### src/rtl/control_unit_if.sv
// Bus between the sequencer/testbench and the control unit.
// Carries run request, instruction fields, ALU flags and all status.
interface control_unit_if;
  logic        start;
  logic [19:0] InstrControl;
  logic [3:0]  ALUFlags;
  logic [12:0] Control;
  logic        dp_rst;
  logic        done;
  logic        illegal;
  logic [3:0]  flags;
  logic [15:0] instr_count;

  modport master (
    output start, InstrControl, ALUFlags,
    input  Control, dp_rst, done, illegal,
    input  flags, instr_count
  );

  modport slave (
    input  start, InstrControl, ALUFlags,
    output Control, dp_rst, done, illegal,
    output flags, instr_count
  );
endinterface

### src/rtl/control_unit.sv
// Single-cycle ARM-subset control unit with IDLE/RUN/HALTED sequencing,
// conditional execution, flag register and retired-instruction counter.
module control_unit (
  input  logic            clk,
  input  logic            rst,
  control_unit_if.slave   bus
);
  typedef enum logic [1:0] {
    IDLE,
    RUN,
    HALTED
  } state_t;

  localparam logic [3:0] A_ADD = 4'b0000;
  localparam logic [3:0] A_SUB = 4'b0001;
  localparam logic [3:0] A_AND = 4'b0010;
  localparam logic [3:0] A_ORR = 4'b0011;
  localparam logic [3:0] A_EOR = 4'b0100;
  localparam logic [3:0] A_MOV = 4'b0101;

  state_t      state;
  logic [3:0]  flags_q;
  logic [15:0] cnt_q;
  logic        ill_q;
  logic        done_q;
  logic        dprst_q;

  logic [19:0] ic;
  logic [3:0]  cond;
  logic [1:0]  op;
  logic        ibit;
  logic [3:0]  cmd;
  logic        sbit;
  logic        lnk;
  logic [3:0]  rd;

  assign ic   = bus.InstrControl;
  assign cond = ic[19:16];
  assign op   = ic[15:14];
  assign ibit = ic[13];
  assign cmd  = ic[12:9];
  assign sbit = ic[8];
  assign lnk  = ic[12];
  assign rd   = ic[3:0];

  logic       br;
  logic       m2r;
  logic       memw;
  logic [3:0] alu;
  logic       alusrc;
  logic [1:0] imm;
  logic       regw;
  logic [1:0] regsrc;
  logic       nop;
  logic       bad;
  logic       flagw;

  always_comb begin
    br     = 1'b0;
    m2r    = 1'b0;
    memw   = 1'b0;
    alu    = A_ADD;
    alusrc = 1'b0;
    imm    = 2'b00;
    regw   = 1'b0;
    regsrc = 2'b00;
    nop    = 1'b0;
    bad    = 1'b0;
    flagw  = 1'b0;
    unique case (op)
      2'b00: begin
        alusrc = ibit;
        regw   = 1'b1;
        flagw  = sbit;
        unique case (cmd)
          4'b0100: alu = A_ADD;
          4'b0010: alu = A_SUB;
          4'b0000: alu = A_AND;
          4'b1100: alu = A_ORR;
          4'b0001: alu = A_EOR;
          4'b1101: alu = A_MOV;
          4'b1010: begin
            alu   = A_SUB;
            regw  = 1'b0;
            flagw = 1'b1;
          end
          default: begin
            nop   = 1'b1;
            bad   = 1'b1;
            regw  = 1'b0;
            flagw = 1'b0;
          end
        endcase
      end
      2'b01: begin
        alusrc = 1'b1;
        imm    = 2'b01;
        if (sbit) begin
          m2r  = 1'b1;
          regw = 1'b1;
        end else begin
          memw   = 1'b1;
          regsrc = 2'b10;
        end
      end
      2'b10: begin
        if (lnk) begin
          nop = 1'b1;
          bad = 1'b1;
        end else begin
          alusrc = 1'b1;
          imm    = 2'b10;
          regsrc = 2'b01;
          br     = 1'b1;
        end
      end
      default: begin
        nop = 1'b1;
        bad = 1'b1;
      end
    endcase
  end

  logic n, z, c, v;
  logic condex;
  assign {n, z, c, v} = flags_q;

  always_comb begin
    condex = 1'b0;
    unique case (cond)
      4'b0000: condex = z;
      4'b0001: condex = ~z;
      4'b0010: condex = c;
      4'b0011: condex = ~c;
      4'b0100: condex = n;
      4'b0101: condex = ~n;
      4'b0110: condex = v;
      4'b0111: condex = ~v;
      4'b1000: condex = c & ~z;
      4'b1001: condex = ~c | z;
      4'b1010: condex = (n == v);
      4'b1011: condex = (n != v);
      4'b1100: condex = ~z & (n == v);
      4'b1101: condex = z | (n != v);
      4'b1110: condex = 1'b1;
      default: condex = 1'b0;
    endcase
  end

  logic ok;
  logic run;
  logic act;
  logic pcsrc;
  logic halt;

  assign ok    = condex & ~nop;
  assign run   = (state == RUN);
  assign act   = (state != IDLE);
  assign pcsrc = ok & (br | (regw & (rd == 4'hF)));
  assign halt  = (op == 2'b10) & (cond == 4'hE)
               & ~lnk & (ic[11:0] == 12'hFFF);

  // Writes only commit in RUN; HALTED keeps decoding so "B ." holds PC.
  assign bus.Control = act ? {pcsrc, m2r, memw & ok & run, alu,
                              alusrc, imm, regw & ok & run, regsrc}
                           : 13'd0;

  always_ff @(posedge clk) begin
    if (rst) begin
      state   <= IDLE;
      flags_q <= 4'd0;
      cnt_q   <= 16'd0;
      ill_q   <= 1'b0;
      done_q  <= 1'b0;
      dprst_q <= 1'b1;
    end else begin
      unique case (state)
        IDLE: begin
          if (bus.start) begin
            state   <= RUN;
            dprst_q <= 1'b0;
          end
        end
        RUN: begin
          if (cnt_q != 16'hFFFF) cnt_q <= cnt_q + 16'd1;
          if (bad) ill_q <= 1'b1;
          if (flagw & ok) flags_q <= bus.ALUFlags;
          if (halt) begin
            state  <= HALTED;
            done_q <= 1'b1;
          end
        end
        default: ;
      endcase
    end
  end

  assign bus.dp_rst      = dprst_q;
  assign bus.done        = done_q;
  assign bus.illegal     = ill_q;
  assign bus.flags       = flags_q;
  assign bus.instr_count = cnt_q;
endmodule

### src/flat_wrapper.sv
// flat-port wrapper written by rule: the top's interface ports become plain ports
module control_unit_flat 
  (clk, rst, bus_start, bus_InstrControl, bus_ALUFlags, bus_Control, bus_dp_rst, bus_done, bus_illegal, bus_flags, bus_instr_count);
  control_unit_if bus_i ();
  input  logic clk;
  input  logic rst;
  input wire logic [$bits(bus_i.start)-1:0] bus_start;
  input wire logic [$bits(bus_i.InstrControl)-1:0] bus_InstrControl;
  input wire logic [$bits(bus_i.ALUFlags)-1:0] bus_ALUFlags;
  output wire logic [$bits(bus_i.Control)-1:0] bus_Control;
  output wire logic [$bits(bus_i.dp_rst)-1:0] bus_dp_rst;
  output wire logic [$bits(bus_i.done)-1:0] bus_done;
  output wire logic [$bits(bus_i.illegal)-1:0] bus_illegal;
  output wire logic [$bits(bus_i.flags)-1:0] bus_flags;
  output wire logic [$bits(bus_i.instr_count)-1:0] bus_instr_count;
  assign bus_i.start = bus_start;
  assign bus_i.InstrControl = bus_InstrControl;
  assign bus_i.ALUFlags = bus_ALUFlags;
  assign bus_Control = bus_i.Control;
  assign bus_dp_rst = bus_i.dp_rst;
  assign bus_done = bus_i.done;
  assign bus_illegal = bus_i.illegal;
  assign bus_flags = bus_i.flags;
  assign bus_instr_count = bus_i.instr_count;
  control_unit u_core (.clk(clk), .rst(rst), .bus(bus_i));
endmodule
### config.mk
export PLATFORM = sky130hd
export DESIGN_NAME = control_unit_flat
export DESIGN_NICKNAME = d
export VERILOG_FILES = /design/src/rtl/control_unit_if.sv /design/src/rtl/control_unit.sv /design/src/flat_wrapper.sv
export SDC_FILE = /design/constraint.sdc
export NUM_CORES = 1
export LEC_CHECK = 0
export BUFFER_PORTS_ARGS = -buffer_cell sky130_fd_sc_hd__clkbuf_2
export CORE_UTILIZATION = 30
export DETAILED_ROUTE_END_ITERATION = 16
export PLACE_DENSITY = 0.58
export SLEW_MARGIN = 20
export SYNTH_ARGS = -nofsm -noshare
export SYNTH_HDL_FRONTEND = slang
export SYNTH_SLANG_ARGS = --single-unit
### constraint.sdc
create_clock -name clk -period 2.5 [get_ports clk]
set_input_delay 0.375 -clock clk [delete_from_list [all_inputs] [get_ports clk]]
set_output_delay 0.375 -clock clk [all_outputs]
set_load 0.02 [all_outputs]
==> metrics.csv, run 1 <==
stage,metric,value,unit
status,outcome,"complete, no violations",
flow_run,Max Cap Viol,0,
finish,Post-Layout Inst Area,2037,sq um
route,Routed Antenna Nets,0,
global_routing,GRT Util Overall,12.94,%
placed_design,Detail Placement HPWL,2.926,mm
logic_synthesis,Synth Cell Area,1634,sq um
clock_tree,clock-pin slew on the worst setup and hold paths,0.08,ns
clock_tree,hold_buf cts,0,
logic_synthesis,ys async rst share,0,%
logic_synthesis,Post-synth EDFFs,0,
finish,# diodes,0,
clock_tree,Post-CTS Setup Bufs,0,
finish,area delta synth->final,24.66,%
power,Flop pwr share,52.3,%
power,Comb pwr share,17.4,%
global_routing,number of global-route vias before repair,1413,
logic_synthesis,Syn Inst Count,204,
power,Clock power frac,30.3,%
logic_synthesis,commonest cells in the netlist,"dfxtp_1 (25), nor2_1 (22), a21oi_1 (12), nand2_1 (12), nand2b_1 (11)",
power,Psw,0.2104,mW
route,Avg Vias per Cell,4.769,
finish,layout cells sized above 1,30.12,%
logic_synthesis,Yosys Warn Count,0,
power,P per Cell Area,386.3,nW/um^2
logic_synthesis,Syn Nets,236,
logic_synthesis,Netlist cell types,49,
timing,minimum clock period,2.289,ns
finish,"Net count, final",292,
route,Routed WL per cell,11.40,um
floorplan,chip width,75.81,um
timing,Tcrit/Tclk final,91.54,%
logic_synthesis,top-count cell post-synth,dfxtp_1,
timing,Slew Limit Fails,0,
route,1st-iter DRT viols,24,
power,internal power,0.5764,mW
floorplan,Core Region,5172,sq um
worst_setup_path,crit end category,output pin,
worst_setup_path,r2r worst-path depth,5,
finish,fillers,548,
timing,final setup violation count,0,
clock_tree,clock sinks,25,
worst_setup_path,crit path kind,reg -> out,
timing,final count of hold timing violations,0,
logic_synthesis,Yosys top cell area share,30.63,%
worst_setup_path,Setup crit start kind,flop,
worst_setup_path,CP Data Required Time,2.12,ns
worst_setup_path,critical-path maximum fanout,4,
floorplan,full die area,5746,sq um
global_routing,grt ovf,0,
clock_tree,Clock Path Buffers,2,
clock_tree,TritonCTS clock tree,yes,
route,drt pass-1 iters,4,
route,DRC,0,
logic_synthesis,Yosys top cell by area,dfxtp_1,
clock_tree,worst skew pair latency,0.27,ns
timing,Worst Skew,0.004069,ns
power,P_leak,0.8550,nW
timing,Slew headroom,65.33,%
route,routed wire length,3.749,mm
logic_synthesis,sequential area share after synthesis,30.63,%
logic_synthesis,Post-Syn Area per Cell,8.010,sq um
global_routing,first-pass GRT wire length,5.878,mm
worst_setup_path,WP data arrival,1.91,ns
clock_tree,htree depth,1,
placed_design,RD Place Congestion,0.8473,
route,vias after detailed routing,1569,
placed_design,PortBufs,61,
global_routing,pin count of the biggest net entering global routing,30,
power,peak supply drop,0.0001867,V
floorplan,Die Span Y,75.81,um
floorplan,row cnt,26,
placed_design,placed inst area,1981,sq um
timing,Max Freq,437.0,MHz
clock_tree,TritonCTS Buffers,3,
floorplan,I/O pin count,63,
min_path,Hold Crit Class,in -> reg,
floorplan,Starting Density,31.59,%
logic_synthesis,Yosys reg bits,25,
min_path,worst hold path depth,3,
power,Net Sw Frac,26.74,%
timing,Setup TNS,0,ns
logic_synthesis,top area cells in the synthesized netlist,"dfxtp_1 (31%), nor2_1 (5.1%), mux2i_1 (4.9%), nand2b_1 (4.2%), ha_1 (3.8%)",
logic_synthesis,ys flop type,dfxtp_1,
timing,Slew @ Worst Pin,0.5200,ns
global_routing,initial antenna violation count,0,
clock_tree,clk root buf,clkbuf_8,
timing,RSZ-0062 raised after global routing,false,
## sequential cells by signal, summed over array words and instances, names as in the netlist
name                    count
u_core.bus.illegal          1
u_core.bus.flags            4
u_core.state                2
u_core.bus.done             1
u_core.bus.instr_count     16
u_core.bus.dp_rst           1
## power groups by stage
stage	Combinational [mW]	Sequential, mW	Clock (mW)
6_report	0.137	0.411	0.239
5_1_grt	0.154	0.413	0.263
4_1_cts	0.136	0.412	0.251
3_5_place_dp	0.136	0.421	0
3_3_place_gp	0.135	0.421	0
2_1_floorplan	0.0854	0.427	0
## worst max-delay path: stages, from the launching register on
cell,delay [ns]
dfxtp_1,0.42
xnor2_1,0.14
mux2i_1,0.10
o21a_1,0.18
o21ai_0,0.36
a211oi_2,0.14
and2_1,0.18
clkbuf_2,0.14
## routing by layer
metal	share of wire [%]	GRT usage, %
met1	47	16.01
met2	47	23.70
met3	5.3	1.587
met4	0.51	3.086
met5	0	0
## final timing paths
path	endpoint	start	slack [ns]
setup / recovery	bus_Control[10]	u_core.bus.flags[0]	0.21
hold / removal	u_core.bus.flags[0]	bus_ALUFlags[0]	0.34
setup reg to reg	u_core.bus.instr_count[13]	u_core.bus.instr_count[3]	0.50
hold reg to reg	u_core.bus.done	u_core.bus.done	0.46
## per-stage QoR
stage / total power [mW] / hold slack (ns) / util [%] / setup WS, ns / cells
4_1_cts: 0.7987 / 0.3397 / 39.16 / 0.09579 / 329
3_5_place_dp: 0.5567 / 0.4449 / 38.29 / 0.1680 / 325
5_1_grt: 0.8299 / 0.3538 / 39.38 / 0.03449 / 329
2_1_floorplan: 0.5121 / 0.4861 / - / 0.2689 / 204
6_report: 0.7868 / 0.3417 / 39.38 / 0.2115 / 329
3_3_place_gp: 0.5557 / 0.4420 / 38.29 / 0.2273 / 325
## cell families after synthesis
kind of cell,after synthesis,synth area share (%)
AOI/OAI and AO/OA,36,14.09
xor gates and xnor gates,13,6.968
adders and majority gates,6,4.441
buffers and inverters,22,6.049
DFF,25,30.63
muxes,8,4.901
other,1,0.2295
and+or+nand+nor,93,32.70
## placed cells by master, fill, tap and decap left out, types with 2 or more instances in the layout
cell type / Yosys / routed
or2_2: 2 / 2
a21o_1: 2 / 2
nand2_1: 12 / 12
nor2_1: 22 / 22
nand2b_1: 11 / 11
nand3_1: 5 / 5
and3_1: 2 / 2
clkbuf_8: 0 / 3
and2_1: 3 / 3
nor3b_1: 4 / 4
nor2b_1: 5 / 5
buf_4: 3 / 2
o21ai_0: 9 / 9
xnor2_1: 6 / 6
xor2_1: 7 / 7
a211oi_2: 1 / 2
nor4_1: 2 / 2
nor4b_1: 2 / 2
clkbuf_2: 0 / 61
dfxtp_1: 25 / 24
nand4_1: 7 / 7
and4_1: 2 / 2
mux2i_1: 8 / 8
a21oi_1: 12 / 12
or3_1: 3 / 3
nand3b_1: 2 / 2
ha_1: 5 / 5
inv_1: 10 / 10
## timing repair
action                                  CTS  global route
endpoints found under the setup margin    0             2
resized for setup                         0             3
endpoints found under the hold margin     0             0
## final cells by class
| cell class | instances | area, sq um | share of cell area (%) |
|---|---|---|---|
| Sequential cell | 25 | 501.7 | 24.63 |
| Timing Repair Buffer | 63 | 320.3 | 15.72 |
| Tap cell | 70 | 87.58 | 4.300 |
| Inverter | 10 | 37.54 | 1.843 |
| Multi-Input combinational cell | 157 | 1045 | 51.29 |
| Clock buffer | 4 | 45.04 | 2.211 |
(Power assumes the default switching activity.)
==> run 2, diff against run 1 <==
- BUFFER_PORTS_ARGS: -buffer_cell sky130_fd_sc_hd__clkbuf_2 -> -buffer_cell sky130_fd_sc_hd__buf_2
==> metrics.csv, run 2 (synthesis gave the netlist of run 1 again) <==
stage,metric,value,unit
clock_tree,TritonCTS clock tree,yes,
floorplan,Core Region,5172,sq um
route,Routed Antenna Nets,0,
route,vias after detailed routing,1583,
placed_design,pre-CTS setup slack,0.1882,ns
clock_tree,hold_buf cts,0,
finish,area delta synth->final,24.43,%
min_path,Hold Crit Class,in -> reg,
power,P per Cell Area,384.4,nW/um^2
placed_design,PortBufs,61,
worst_setup_path,CP Data Required Time,2.12,ns
flow_run,Max Cap Viol,0,
finish,"Net count, final",292,
placed_design,cell count after placement,325,
timing,final hold slack,0.3626,ns
worst_setup_path,CP Cell Sequence,"mux2i_1, o31a_1, o32ai_1, nor3_1, a211oi_1, nor2b_1, buf_2",
finish,fillers,545,
power,internal power,0.5764,mW
route,routed wl met2,1.812,mm
route,drt pass-1 iters,4,
finish,layout cells sized above 1,29.73,%
global_routing,initial antenna violation count,0,
clock_tree,Post-CTS Setup Bufs,0,
placed_design,placed inst area,1981,sq um
timing,Slew Limit Fails,0,
placed_design,Detail Placement HPWL,2.903,mm
clock_tree,# resized after CTS,0,
power,overall power,0.7816,mW
finish,footprint of the multi-input gates,1041,sq um
finish,Post-Layout Inst Area,2033,sq um
global_routing,pin count of the biggest net entering global routing,30,
worst_setup_path,"Max stage delay cell, worst path",dfxtp_1,
route,Avg Vias per Cell,4.812,
global_routing,grt ovf,0,
route,DRT met1 WL,1.747,mm
power,Flop pwr share,52.6,%
timing,Setup TNS,0,ns
power,Net Sw Frac,26.24,%
clock_tree,Clock Path Buffers,2,
finish,Final Util,39.31,%
finish,Reg area,501.7,sq um
power,peak supply drop,0.0002357,V
clock_tree,clk root buf,clkbuf_8,
timing,final setup violation count,0,
clock_tree,clock-pin slew on the worst setup and hold paths,0.08,ns
power,Psw,0.2051,mW
timing,Worst Skew,0.002049,ns
power,Clock power frac,29.9,%
floorplan,chip width,75.81,um
finish,# diodes,0,
floorplan,Die Span Y,75.81,um
finish,most frequent cells in the layout,"buf_2 (61), dfxtp_1 (24), nor2_1 (22), nand2_1 (12), a21oi_1 (12)",
floorplan,row cnt,26,
floorplan,Starting Density,31.59,%
global_routing,GRT Util Overall,13.82,%
worst_setup_path,crit end category,output pin,
route,WL met3,214,um
route,DRC,0,
power,Comb pwr share,17.5,%
finish,"most common cell after layout, fill and taps aside",buf_2,
timing,fin worst setup slack,0.1968,ns
placed_design,RD Place Congestion,0.8516,
clock_tree,TritonCTS Buffers,3,
clock_tree,htree depth,1,
power,P_leak,0.8791,nW
floorplan,full die area,5746,sq um
route,Routed WL per cell,11.59,um
status,outcome,"complete, no violations",
worst_setup_path,Setup crit start kind,flop,
finish,max FFs per register,16,
worst_setup_path,WP data arrival,1.93,ns
worst_setup_path,critical-path maximum fanout,6,
route,routed wire length,3.813,mm
worst_setup_path,crit path kind,reg -> out,
floorplan,I/O pin count,63,
route,1st-iter DRT viols,49,
route,Max Used Layer,met4,
clock_tree,clock sinks,25,
finish,"non-filler cells, final",329,
global_routing,first-pass GRT wire length,6.147,mm
timing,RSZ-0062 raised after global routing,false,
timing,Tcrit/Tclk final,92.13,%
clock_tree,worst skew pair latency,0.26,ns
timing,Max Freq,434.2,MHz
timing,final count of hold timing violations,0,
global_routing,number of global-route vias before repair,1401,
timing,minimum clock period,2.303,ns
worst_setup_path,Worst path max stage delay,0.44,ns
run 2: layout make-up:
type                       instances  share of cell area, %
clock buffer                       4                  2.215
inverter                          10                  1.846
multi-input combinational        157                  51.20
sequential                        25                  24.68
tap                               70                  4.308
timing repair buffer              63                  15.75
run 2: per-layer routing:
layer	track usage, %	vias to the layer above
met1	16.96	703
met2	25.27	49
met4	4.321	0
li1	-	827
met5	0	-
met3	1.323	4
run 2: path summary, 6_finish.rpt:
kind                             startpoint                         end  slack, ns  cells after the start
setup / recovery        u_core.bus.flags[2]              bus_Control[2]       0.20                      7
hold reg to reg             u_core.bus.done             u_core.bus.done       0.45                      2
setup reg to reg  u_core.bus.instr_count[3]  u_core.bus.instr_count[13]       0.49                      5
hold / removal              bus_ALUFlags[0]         u_core.bus.flags[0]       0.36                      3
run 2: worst max-delay path: cells and delay by family, from the launching register on:
family                 cells  cell delay (ns)
muxes                      1             0.11
and+or+nand+nor            2             0.28
DFF                        1             0.44
buffers and inverters      1             0.17
AOI/OAI and AO/OA          3             0.66
run 2: power by group through the flow:
stage	logic (mW)	registers [mW]	clock network (mW)
6_report	0.137	0.411	0.234
5_1_grt	0.155	0.412	0.259
4_1_cts	0.137	0.411	0.244
3_5_place_dp	0.136	0.421	0
3_3_place_gp	0.135	0.421	0
2_1_floorplan	0.0854	0.427	0
==> run 3, diff against run 2 <==
- CORE_UTILIZATION: 30 -> 45
- PLACE_DENSITY: 0.58 -> default
- PLACE_DENSITY_LB_ADDON: default -> 0.05
- SLEW_MARGIN: 20 -> default
==> metrics.csv, run 3 (synthesis gave the netlist of run 1 again) <==
stage,metric,value,unit
worst_setup_path,CP Buf/Inv Count,2,
global_routing,first-pass GRT wire length,5.982,mm
power,Psw,0.1975,mW
worst_setup_path,critical-path maximum fanout,7,
route,Avg Vias per Cell,5.251,
route,drt pass-1 iters,4,
power,Clock power frac,23.9,%
floorplan,Starting Density,47.84,%
timing,Slew headroom,65.60,%
timing,Worst Skew,0.004800,ns
finish,area delta synth->final,21.21,%
floorplan,chip width,62.26,um
placed_design,pre-CTS setup slack,0.1283,ns
worst_setup_path,"most used cell, CP",buf_2,
route,1st-iter DRT viols,123,
route,routed wire length,3.557,mm
timing,Max Freq,429.9,MHz
finish,layout cells sized above 1,30.35,%
power,Comb pwr share,19.1,%
floorplan,I/O pin count,63,
global_routing,grt ovf,0,
worst_setup_path,Worst path max stage delay,0.34,ns
clock_tree,hold_buf cts,0,
finish,max FFs per register,16,
route,Routed Antenna Nets,0,
worst_setup_path,"Max stage delay cell, worst path",a221oi_2,
timing,minimum clock period,2.326,ns
global_routing,GRT Util Overall,18.49,%
min_path,worst hold path depth,3,
worst_setup_path,WP data arrival,1.95,ns
placed_design,RD Place Congestion,0.8259,
global_routing,initial antenna violation count,0,
worst_setup_path,RR Startpoint,u_core.bus.instr_count[3],
clock_tree,TritonCTS clock tree,yes,
finish,most frequent cells in the layout,"buf_2 (61), dfxtp_1 (23), nor2_1 (22), nand2_1 (12), a21oi_1 (12)",
power,peak supply drop,0.0002844,V
timing,Slew Limit Fails,0,
worst_setup_path,crit end category,output pin,
timing,final hold slack,0.3016,ns
flow_run,Max Cap Viol,0,
floorplan,Core Region,3416,sq um
worst_setup_path,worst reg2reg setup slack,0.49,ns
worst_setup_path,CP Cell Sequence,"buf_2, o21ai_0, o211ai_1, a221oi_2, nand2_1, a211oi_2, nor2b_1, buf_2",
placed_design,PortBufs,61,
power,Net Sw Frac,27.36,%
power,P per Cell Area,364.5,nW/um^2
global_routing,number of global-route vias before repair,1419,
finish,"Net count, final",290,
worst_setup_path,CP Data Required Time,2.12,ns
clock_tree,clock sinks,25,
clock_tree,htree depth,1,
timing,Tcrit/Tclk final,93.05,%
finish,"most common cell after layout, fill and taps aside",buf_2,
timing,Slew @ Worst Pin,0.5106,ns
worst_setup_path,cell family with most CP delay,compound AO/OA/AOI/OAI gates,
clock_tree,worst skew pair latency,0.31,ns
min_path,Hold Crit Class,in -> reg,
clock_tree,clk root buf,clkbuf_4,
worst_setup_path,Setup crit start kind,input port,
route,Routed WL per cell,11.74,um
finish,Final Util,57.99,%
clock_tree,TritonCTS Buffers,3,
placed_design,cell count after placement,299,
placed_design,Detail Placement HPWL,2.672,mm
floorplan,Die Span Y,62.26,um
min_path,Hold EP,u_core.bus.flags[3],
finish,# diodes,0,
finish,fillers,347,
floorplan,row cnt,21,
timing,fin worst setup slack,0.1737,ns
power,internal power,0.5244,mW
floorplan,full die area,3876,sq um
route,vias after detailed routing,1591,
finish,"non-filler cells, final",303,
power,P_leak,0.8638,nW
timing,final count of hold timing violations,0,
clock_tree,clock-pin slew on the worst setup and hold paths,0.13,ns
worst_setup_path,RR Endpoint,u_core.bus.instr_count[13],
route,DRC,0,
global_routing,pin count of the biggest net entering global routing,30,
clock_tree,Clock Path Buffers,2,
worst_setup_path,r2r worst-path depth,5,
min_path,Hold Path Origin,bus_ALUFlags[3],
power,Flop pwr share,57.0,%
status,outcome,"complete, no violations",
worst_setup_path,crit path kind,in -> out,
timing,final setup violation count,0,
run 3: cell count changes in the layout (fill, tap and decap cells not counted), sizes merged:
cell	delta
buf	-2
run 3: what timing repair did:
action	CTS	global route
setup endpoints to repair	0	3
gates resized for setup	0	6
buffers inserted	0	0
run 3: how the worst max path moves through the flow:
stage	from	end	slack [ns]	cells after the start
5_1_grt	bus_InstrControl[9]	bus_Control[2]	-0.02	8
3_5_place_dp	bus_InstrControl[9]	bus_Control[2]	0.13	8
4_1_cts	u_core.bus.flags[3]	bus_Control[2]	0.08	7
2_1_floorplan	bus_InstrControl[11]	bus_Control[2]	0.27	7
6_report	bus_InstrControl[9]	bus_Control[2]	0.17	8
3_3_place_gp	bus_InstrControl[9]	bus_Control[2]	0.21	8
run 3: layout make-up:
class | count | area, sq um | area share, %
Timing Repair Buffer | 61 | 305.3 | 15.41
Tap cell | 46 | 57.56 | 2.906
Multi-Input combinational cell | 157 | 1051 | 53.06
Inverter | 10 | 37.54 | 1.895
Clock buffer | 4 | 26.28 | 1.327
Sequential cell | 25 | 503.0 | 25.39
run 3: tightest hold or removal path: stages:
cell	delay, ns
buf_2	0.10
nand2b_1	0.05
mux2i_1	0.06
run 3: layer usage:
layer  up-vias  wire (um)  part of all wire [%]  GRT usage, %
met2        43       1807                    51         34.48
met3         2        172                   4.8         3.125
met4         0         15                  0.42         5.233
met1       729       1561                    44         21.44
li1        817          -                     -             -
met5         -          0                     0             0
run 3: power groups by stage:
stage / logic (mW) / registers, mW / clock network, mW
6_report: 0.138 / 0.412 / 0.173
5_1_grt: 0.153 / 0.413 / 0.199
4_1_cts: 0.133 / 0.412 / 0.186
3_5_place_dp: 0.132 / 0.421 / 0
3_3_place_gp: 0.132 / 0.420 / 0
2_1_floorplan: 0.0854 / 0.427 / 0
run 3: through the flow:
| step | power (mW) | instance area, sq um | TNS [ns] |
|---|---|---|---|
| after global placement | 0.5525 | 1936 | 0 |
| after global routing | 0.7649 | 1981 | -0.01911 |
| after floorplan | 0.5121 | 1634 | 0 |
| after detailed placement | 0.5529 | 1936 | 0 |
| final | 0.7219 | 1981 | 0 |
| after CTS | 0.7311 | 1962 | 0 |
